`src/rtl/proc_pkg.sv`:
```
// Shared processor definitions: fetch FSM states and fetch-stage constants.
package proc_pkg;

  typedef enum logic [1:0] {IDLE, REQ, WAIT, HOLD} fetch_state_t;

  localparam int unsigned ILEN             = 32;
  localparam int unsigned PC_STEP          = 4;
  localparam logic [31:0] DEFAULT_RESET_PC = 32'h0000_0000;

endpackage

```
`src/rtl/fetch_unit.sv`:
```
// Instruction-fetch stage: holds the PC, issues one imem request per fetch step, and hands the word to decode.
// Optional macro FETCH_ALIGN_CHK_EN: a misaligned redirect target raises fault_o instead of being aligned.
//   state | meaning
//   IDLE  | waiting for fetch_en_i from the sequencer
//   REQ   | imem_req_o high with imem_addr_o, waiting for grant
//   WAIT  | granted, waiting for the single response
//   HOLD  | instruction (or fault) presented to decode
module fetch_unit
  import proc_pkg::*;
#(
  parameter int unsigned     XLEN     = 32,
  parameter logic [XLEN-1:0] RESET_PC = XLEN'(DEFAULT_RESET_PC)
) (
  input  logic            clk_i,
  input  logic            rst_ni,
  input  logic            fetch_en_i,
  input  logic            redirect_i,
  input  logic [XLEN-1:0] redirect_pc_i,
  output logic            imem_req_o,
  output logic [XLEN-1:0] imem_addr_o,
  input  logic            imem_gnt_i,
  input  logic            imem_rvalid_i,
  input  logic [ILEN-1:0] imem_rdata_i,
  output logic            instr_valid_o,
  output logic [ILEN-1:0] instr_o,
  output logic [XLEN-1:0] instr_pc_o,
  input  logic            instr_ready_i,
  output logic            fault_o
);

  fetch_state_t    state_q, state_d;
  logic [XLEN-1:0] pc_q, pc_d;
  logic [XLEN-1:0] addr_q, addr_d;
  logic [XLEN-1:0] instr_pc_q, instr_pc_d;
  logic [ILEN-1:0] instr_q, instr_d;
  logic            squash_q, squash_d;
  logic            start;
  logic [XLEN-1:0] redirect_target;
  logic [XLEN-1:0] start_pc;
`ifdef FETCH_ALIGN_CHK_EN
  logic            fault_q, fault_d;

  assign redirect_target = redirect_pc_i;
`else
  assign redirect_target = redirect_pc_i & ~XLEN'(2'b11);
`endif

  // A new request always uses the PC in effect after this cycle's redirect.
  assign start_pc = redirect_i ? redirect_target : pc_q;

  always_comb begin
    state_d    = state_q;
    pc_d       = pc_q;
    addr_d     = addr_q;
    squash_d   = squash_q;
    instr_d    = instr_q;
    instr_pc_d = instr_pc_q;
    start      = 1'b0;
`ifdef FETCH_ALIGN_CHK_EN
    fault_d    = fault_q;
`endif
    if (redirect_i) pc_d = redirect_target;
    case (state_q)
      IDLE: start = fetch_en_i && !redirect_i;
      REQ: begin
        if (redirect_i) squash_d = 1'b1;
        if (imem_gnt_i) state_d = WAIT;
      end
      WAIT: begin
        if (imem_rvalid_i) begin
          // A redirect coinciding with the response squashes it on the spot.
          if (squash_q || redirect_i) begin
            squash_d = 1'b0;
            start    = 1'b1;
          end else begin
            state_d    = HOLD;
            instr_d    = imem_rdata_i;
            instr_pc_d = pc_q;
            pc_d       = pc_q + XLEN'(PC_STEP);
          end
        end else if (redirect_i) begin
          squash_d = 1'b1;
        end
      end
      HOLD: begin
        if (redirect_i || instr_ready_i) begin
          state_d = IDLE;
`ifdef FETCH_ALIGN_CHK_EN
          fault_d = 1'b0;
`endif
        end
      end
      default: state_d = IDLE;
    endcase
    if (start) begin
      state_d = REQ;
      addr_d  = start_pc;
`ifdef FETCH_ALIGN_CHK_EN
      if (start_pc[1:0] != 2'b00) begin
        state_d    = HOLD;
        addr_d     = addr_q;
        instr_d    = '0;
        instr_pc_d = start_pc;
        fault_d    = 1'b1;
      end
`endif
    end
  end

  always_ff @(posedge clk_i or negedge rst_ni) begin
    if (!rst_ni) begin
      state_q    <= IDLE;
      pc_q       <= RESET_PC;
      addr_q     <= RESET_PC;
      squash_q   <= 1'b0;
      instr_q    <= '0;
      instr_pc_q <= '0;
`ifdef FETCH_ALIGN_CHK_EN
      fault_q    <= 1'b0;
`endif
    end else begin
      state_q    <= state_d;
      pc_q       <= pc_d;
      addr_q     <= addr_d;
      squash_q   <= squash_d;
      instr_q    <= instr_d;
      instr_pc_q <= instr_pc_d;
`ifdef FETCH_ALIGN_CHK_EN
      fault_q    <= fault_d;
`endif
    end
  end

  assign imem_req_o    = (state_q == REQ);
  assign imem_addr_o   = addr_q;
  assign instr_valid_o = (state_q == HOLD);
  assign instr_o       = instr_q;
  assign instr_pc_o    = instr_pc_q;
`ifdef FETCH_ALIGN_CHK_EN
  assign fault_o       = fault_q;
`else
  assign fault_o       = 1'b0;
`endif

endmodule

```
`config.mk`:
```
export PLATFORM = sky130hd
export DESIGN_NAME = fetch_unit
export DESIGN_NICKNAME = d
export VERILOG_FILES = /design/src/rtl/proc_pkg.sv /design/src/rtl/fetch_unit.sv
export SDC_FILE = /design/constraint.sdc
export NUM_CORES = 1
export LEC_CHECK = 0
export CAP_MARGIN = 20
export CELL_PAD_IN_SITES_DETAIL_PLACEMENT = 1
export CELL_PAD_IN_SITES_GLOBAL_PLACEMENT = 1
export CORE_UTILIZATION = 38
export DETAILED_ROUTE_END_ITERATION = 8
export PLACE_DENSITY_LB_ADDON = 0.1
export SLEW_MARGIN = 20
export SYNTH_ARGS = -nofsm -noshare
export SYNTH_HDL_FRONTEND = slang
export SYNTH_SLANG_ARGS = --single-unit
```
`constraint.sdc`:
```
create_clock -name clk_i -period 4.15 [get_ports clk_i]
set_clock_uncertainty 0.05 [all_clocks]
set_input_delay 0.83 -clock clk_i [delete_from_list [all_inputs] [get_ports clk_i]]
set_output_delay 0.83 -clock clk_i [all_outputs]
set_load 0.1 [all_outputs]
```
[Word level (Yosys, flattened, before mapping)]
Cells that the tools add are included.
Storage, ports and cells
  register bits: 131
  input port bits: 71
Operators by class
  eq/ne operators: 8
  reductions and logical operators: 10
  bitwise operators: 1
  add/sub/neg operators: 1
  multiplexer cells: 17
Operators with widths (number)
  $mux 32: 4
  $add 32x3->32 const B: 1
  $mux 2: 5
  $ne 3x3->1 const B: 3
  $ne 3x1->1 const B: 2
  $pmux 2 s3: 1
  $mux 1: 5
  $reduce_and 5->1: 1
  $eq 2x2->1 const B: 2
  $pmux 1 s2: 2
  $reduce_bool 4->1: 1
  $reduce_and 3->1: 1
  $eq 2x1->1 const B: 1
  $logic_not 2->1: 1
  $logic_or 1x1->1: 2
  $reduce_and 2->1: 1
  $reduce_bool 2->1: 1
  $logic_and 1x1->1: 1
  $logic_not 1->1: 1
  $not 1->1: 1

[Logic depth before layout (Yosys ltp)]
Gate-level depths: netlist (run 1).
  depth after elaboration: 6
  depth in mapped cells: 8
  depth with buffers taken out: 5

[Worst setup path after synthesis (run 1)]
No wires, ideal clock.
  path type: reg2out
  start: register state_q[0]
  end: output port imem_req_o
  cell stages (with the launch flop): 3
  data arrival time: 1.824 ns
  slack: 1.446 ns
  path through: dfrtp_1 > inv_1 > nor2_1
Between the ends
  word-level cells in the longest chain between the ends: 1
RTL lines
  start: declaration: line fetch_unit.sv:31  | fetch_state_t state_q, state_d;
  start signal: assignment: line fetch_unit.sv:122  | state_q <= state_d;
  $eq 2x1->1: line fetch_unit.sv:134  | assign imem_req_o = (state_q == REQ);
  end: declaration: line fetch_unit.sv:19  | output logic imem_req_o,
Every way passes these cells.

[Worst setup path in the final report (run 1)]
Same ends and word-level chain as after synthesis.

==> impl_metrics.env, run 1 <==
export IMPL_grt_max_degree=74
export IMPL_synthCells=653
export IMPL_hp_class="primary input to asynchronous set/reset pin"
export IMPL_outcome="finished clean"
export IMPL_core_um2=15200
export IMPL_route_met3_wl_um=620
export IMPL_clk_pin_slew_ps=50
export IMPL_setup_viol=0
export IMPL_port_buffers=166
export IMPL_synth_edf_count=0
export IMPL_dpl_worst_slack_ps=993
export IMPL_r2r_start="state_q[0]$_DFFE_PN0P_"
export IMPL_start_kind="register"
export IMPL_yosysSeqAreaShare=0.553
export IMPL_hpwl_um=12400
export IMPL_clockBufferDepth=2
export IMPL_finalSetupTns_ps=0
export IMPL_die_area_um2=16100
export IMPL_synthesis_area_um2=5930
export IMPL_grt_use_total=0.234
export IMPL_placementRows=45
export IMPL_route_met2_wl_um=9030
export IMPL_grt_pass1_vias=5824
export IMPL_clock_sinks=131
export IMPL_r2r_cells=4
export IMPL_drc=0
export IMPL_tightest_slew_ps=1010
export IMPL_arrival_ps=2310
export IMPL_cts_root_buffer="clkbuf_16"
export IMPL_post_cts_resized=0
export IMPL_vias_per_cell=5.32
export IMPL_io_pins=170
export IMPL_cts_tree="done"
export IMPL_register_area_um2=3280
export IMPL_start_util=0.390
export IMPL_diodes=0
export IMPL_top_layer="met4"
export IMPL_fmax_mhz=314
export IMPL_grt_pass1_wl_um=29600
export IMPL_multi_input_area_um2=2440
export IMPL_slew_headroom=0.326
export IMPL_first_iter_violations=146
export IMPL_cts_setup_buffers=0
export IMPL_yosysWarnings=0
export IMPL_cts_buffers=17
export IMPL_antenna_found_initial=0
export IMPL_end_kind="output port"
export IMPL_worstReg2RegEnd="pc_q[13]$_DFF_PN0_"
export IMPL_min_period_ps=3190
export IMPL_finish_net_count=881
export IMPL_synth_seq_cells=131
export IMPL_drv_cap=0
export IMPL_wl_um=17800
export IMPL_fill_cells=1739
export IMPL_drt_pass1_iterations=4
export IMPL_cp_required_ps=3270
export IMPL_wl_met1_um=7870
export IMPL_grt_overflow=0
export IMPL_hold_viol=0
export IMPL_h_tree_depth=4
export IMPL_finalCritPeriodShare=0.768
export IMPL_cts_hold_buf=0
export IMPL_slew_viol_final=0
export IMPL_async_flop_share=1.00
export IMPL_vias=5360
export IMPL_rsz0062_at_grt="false"
export IMPL_final_cell_mix="248 x nand2_1, 164 x clkdlybuf4s50_1, 131 x dfrtp_1"
export IMPL_die_h_um=127
export IMPL_path_max_fanout=7
export IMPL_gp_congestion=0.806
export IMPL_ant_nets=0
export IMPL_syn_nets=725
export IMPL_rrSetupSlack_ps=1800
export IMPL_wl_per_cell_um=17.7
export IMPL_fin_ws_ps=962
export IMPL_final_common_cell="nand2_1"
export IMPL_final_layout_size_suffix_gt1_frac=0.0611
export IMPL_worst_skew_pair_late_latency_ps=420
export IMPL_die_w_um=127
export IMPL_syn_avg_cell_area_um2=9.07
export IMPL_synth_main_ff_cell="dfrtp_1"
export IMPL_setup_worst_path_class="register to output port"
export IMPL_ys_types=56
export IMPL_area_growth_pct=39.5
export IMPL_whs_ps=368
[state kept, by name, indices dropped and copies added (netlist names)]
register,count
imem_addr_o,32
instr_o,32
instr_pc_o,32
pc_q,32
squash_q,1
state_q,2
[area by class of cell]
| type | instances | area share |
|---|---|---|
| Multi-Input combinational cell | 476 | 0.295 |
| Tap cell | 188 | 0.0284 |
| Clock buffer | 23 | 0.0578 |
| Sequential cell | 131 | 0.396 |
| Clock inverter | 6 | 0.00968 |
| Timing Repair Buffer | 175 | 0.209 |
| Inverter | 8 | 0.00363 |
[worst max-delay path by stage]
stage	startpoint	to	slack, ps	depth (start not counted)
2_1_floorplan	state_q[0]$_DFFE_PN0P_	imem_req_o	1450	2
3_3_place_gp	imem_rvalid_i	pc_q[13]$_DFF_PN0_	1030	5
3_5_place_dp	imem_rvalid_i	pc_q[13]$_DFF_PN0_	990	5
4_1_cts	state_q[0]$_DFFE_PN0P_	imem_req_o	940	3
5_1_grt	state_q[0]$_DFFE_PN0P_	imem_req_o	840	3
6_report	state_q[0]$_DFFE_PN0P_	imem_req_o	960	3
[layer usage]
metal | global-route usage | vias to the layer above
met5 | 0 | -
met4 | 0.0819 | 0
met3 | 0.0388 | 23
met2 | 0.412 | 119
met1 | 0.290 | 2698
li1 | - | 2520
[synth_stat cells, types with 2 or more instances]
cell type / number / share of area
nand2_1: 249 / 0.16
dfrtp_1: 131 / 0.55
o21ai_0: 31 / 0.026
nor2_1: 30 / 0.019
buf_2: 17 / 0.014
a31oi_1: 16 / 0.017
clkbuf_1: 16 / 0.010
mux2i_1: 13 / 0.022
nand4_1: 13 / 0.014
nor3_1: 11 / 0.0093
nand3_1: 10 / 0.0084
a21oi_1: 8 / 0.0068
and3_1: 7 / 0.0074
inv_1: 7 / 0.0044
nor2b_1: 7 / 0.0074
nor4_1: 7 / 0.0074
a211oi_1: 5 / 0.0063
a311oi_1: 5 / 0.0074
and4_1: 5 / 0.0074
xnor2_1: 5 / 0.0074
and2_1: 4 / 0.0042
o211ai_1: 4 / 0.0051
or4_1: 4 / 0.0051
a221o_1: 3 / 0.0051
mux2_2: 3 / 0.0057
o31ai_1: 3 / 0.0038
xor2_1: 3 / 0.0044
a21o_1: 2 / 0.0025
a221oi_1: 2 / 0.0030
buf_1: 2 / 0.0013
buf_6: 2 / 0.0038
nand2b_1: 2 / 0.0021
o21ai_1: 2 / 0.0017
or3_1: 2 / 0.0021
[metrics by stage]
stage,util,instances,instance area [um2]
after floorplan,-,653,5930
after global placement,0.507,978,7710
after detailed placement,0.507,978,7710
after CTS,0.544,1007,8270
after global routing,0.544,1007,8270
final,0.544,1007,8270
[worst max-delay path, stage by stage (launching register included)]
cell and delay, ps:
dfrtp_1 480, inv_1 150, nor2_1 120, clkdlybuf4s50_1 1140
[logic make-up (layout without fill, tap and decap cells)]
group | count (synthesis) | after routing | share of synthesized area
other cells | 1 | 1 | 0.000633
mux | 16 | 16 | 0.0277
compound gates | 87 | 87 | 0.0948
xor+xnor | 8 | 8 | 0.0118
fa+ha+maj | 1 | 1 | 0.00211
flops | 131 | 131 | 0.553
buf+inv | 46 | 212 | 0.0359
simple gates | 363 | 363 | 0.274
Power of run 1 is not shown: default switching activity piles up to over one toggle a cycle in this logic, so the estimate is an artifact.
==> inputs of run 2 (changes only) <==
--- a/config.mk
+++ b/config.mk
@@ -8,7 +8,7 @@
 export CAP_MARGIN = 20
 export CELL_PAD_IN_SITES_DETAIL_PLACEMENT = 1
 export CELL_PAD_IN_SITES_GLOBAL_PLACEMENT = 1
-export CORE_UTILIZATION = 38
+export CORE_UTILIZATION = 35
 export DETAILED_ROUTE_END_ITERATION = 8
 export PLACE_DENSITY_LB_ADDON = 0.1
 export SLEW_MARGIN = 20
==> constraint.sdc (replaced) <==
create_clock -name clk_i -period 3.2 [get_ports clk_i]
set_clock_uncertainty 0.05 [all_clocks]
set_input_delay 0.64 -clock clk_i [delete_from_list [all_inputs] [get_ports clk_i]]
set_output_delay 0.64 -clock clk_i [all_outputs]
set_load 0.1 [all_outputs]
==> run 2 against run 1 <==
First-iteration DRC count is 56% higher. Via count is 0.97% lower. Worst setup slack worse by 91 ps. Non-clock buffer count is 6 higher. Flip-flop and latch count stayed put. Cell count is 4.1% higher. Highest routed layer unchanged. Register-to-register slack worse by 860 ps. Sequential share of layout area is 0.72 points higher. Count of clock-buffer cells in the layout stayed put. Global-route usage is 1.8 points lower. Core utilization is 5.4 points lower. Final area is 1.8% lower. Critical path type is now primary input to register.
==> impl_metrics.env, run 2 (synthesized netlist as in run 1, its figures left out) <==
export IMPL_outcome="finished clean"
export IMPL_die_area_um2=17500
export IMPL_grt_max_degree=56
export IMPL_finalSetupTns_ps=0
export IMPL_cts_buffers=17
export IMPL_path_max_fanout=10
export IMPL_first_iter_violations=228
export IMPL_io_pins=170
export IMPL_fin_ws_ps=871
export IMPL_dpl_worst_slack_ps=453
export IMPL_final_cell_mix="248 x nand2_1, 131 x dfrtp_1, 112 x buf_4"
export IMPL_hpwl_um=12700
export IMPL_fill_cells=1901
export IMPL_h_tree_depth=4
export IMPL_drc=0
export IMPL_critPathBufInv=2
export IMPL_placementRows=47
export IMPL_max_stage_delay_ps=540
export IMPL_start_kind="primary input"
export IMPL_port_buffers=166
export IMPL_wl_um=17900
export IMPL_tightest_slew_ps=1010
export IMPL_grt_overflow=0
export IMPL_slew_headroom=0.323
export IMPL_min_period_ps=2330
export IMPL_ant_nets=0
export IMPL_drt_pass1_iterations=4
export IMPL_end_kind="register"
export IMPL_hp_class="primary input to asynchronous set/reset pin"
export IMPL_post_cts_resized=0
export IMPL_diodes=0
export IMPL_cts_hold_buf=0
export IMPL_core_um2=16600
export IMPL_crit_path_cell_trace="clkdlybuf4s50_1 -> nand4bb_1 -> nor4_4 -> buf_4 -> a21oi_2 -> or3_1"
export IMPL_grt_use_total=0.216
export IMPL_hold_viol=0
export IMPL_wl_per_cell_um=17.1
export IMPL_fmax_mhz=429
export IMPL_arrival_ps=2570
export IMPL_clockBufferDepth=2
export IMPL_clock_sinks=131
export IMPL_setup_viol=0
export IMPL_slew_viol_final=0
export IMPL_critPathSlowestCell="clkdlybuf4s50_1"
export IMPL_die_h_um=132
export IMPL_grt_pass1_wl_um=29600
export IMPL_grt_pass1_vias=5751
export IMPL_vias_per_cell=5.06
export IMPL_worst_skew_pair_late_latency_ps=420
export IMPL_finalCritPeriodShare=0.728
export IMPL_drv_cap=0
export IMPL_finish_net_count=887
export IMPL_clk_pin_slew_ps=60
export IMPL_start_util=0.357
export IMPL_area_growth_pct=37.1
export IMPL_cp_required_ps=3440
export IMPL_final_common_cell="nand2_1"
export IMPL_cpLargestDelayFamily="simple AND/OR/NAND/NOR gates"
export IMPL_final_layout_size_suffix_gt1_frac=0.190
export IMPL_cts_tree="done"
export IMPL_setup_worst_path_class="primary input to register"
export IMPL_die_w_um=132
export IMPL_rsz0062_at_grt="false"
export IMPL_cts_setup_buffers=0
export IMPL_gp_congestion=0.796
export IMPL_cts_root_buffer="clkbuf_16"
export IMPL_antenna_found_initial=0
export IMPL_vias=5308
run 2: changes by cell type in the layout (fill, tap and decap cells not counted), sizes merged:
cell	delta
clkdlybuf4s50	-98
clkinvlp	+1
clkinv	+3
bufinv	-1
buf	+104
run 2: area by class of cell:
| type | count | area (um2) | area share |
|---|---|---|---|
| well taps | 220 | 275 | 0.0339 |
| clock buffers | 23 | 478 | 0.0589 |
| multi-input cells | 476 | 2440 | 0.301 |
| clock inverters | 9 | 80.1 | 0.00986 |
| flip-flops and latches | 131 | 3280 | 0.404 |
| inverters | 8 | 30.0 | 0.00370 |
| repair buffers | 181 | 1540 | 0.189 |
run 2: routing by layer:
| metal | part of all wire | global-route usage | vias to the layer above | wire, um |
|---|---|---|---|---|
| met5 | 0 | 0 | - | 0 |
| met4 | 0.014 | 0.0743 | 0 | 246 |
| met3 | 0.037 | 0.0411 | 25 | 659 |
| met2 | 0.51 | 0.381 | 120 | 9080 |
| met1 | 0.44 | 0.262 | 2633 | 7890 |
| li1 | - | - | 2530 | - |
run 2: path summary, 6_finish.rpt:
path / from / endpoint / slack, ps / cells after the start
min in group clk_i: instr_pc_o[1]$_DFFE_PN0P_ / instr_pc_o[1]$_DFFE_PN0P_ / 420 / 2
hold / removal: rst_ni / instr_o[23]$_DFFE_PN0P_ / 130 / 1
setup reg to reg: pc_q[11]$_DFF_PN0_ / pc_q[31]$_DFF_PN0_ / 940 / 4
setup / recovery: imem_rvalid_i / pc_q[31]$_DFF_PN0_ / 870 / 6
hold reg to reg: instr_pc_o[1]$_DFFE_PN0P_ / instr_pc_o[1]$_DFFE_PN0P_ / 420 / 2
max in group asynchronous: rst_ni / imem_addr_o[20]$_DFFE_PN0P_ / 2210 / 2
run 2: per-stage QoR:
| step | hold slack (ps) | cells | area [um2] | utilization |
|---|---|---|---|---|
| 2_1_floorplan | 294 | 653 | 5930 | - |
| 6_report | 125 | 1048 | 8120 | 0.490 |
| 5_1_grt | 154 | 1048 | 8120 | 0.490 |
| 3_5_place_dp | 409 | 1016 | 7560 | 0.456 |
| 3_3_place_gp | 405 | 1016 | 7560 | 0.456 |
| 4_1_cts | 144 | 1048 | 8120 | 0.490 |
Power of run 2 is left out for the same reason.
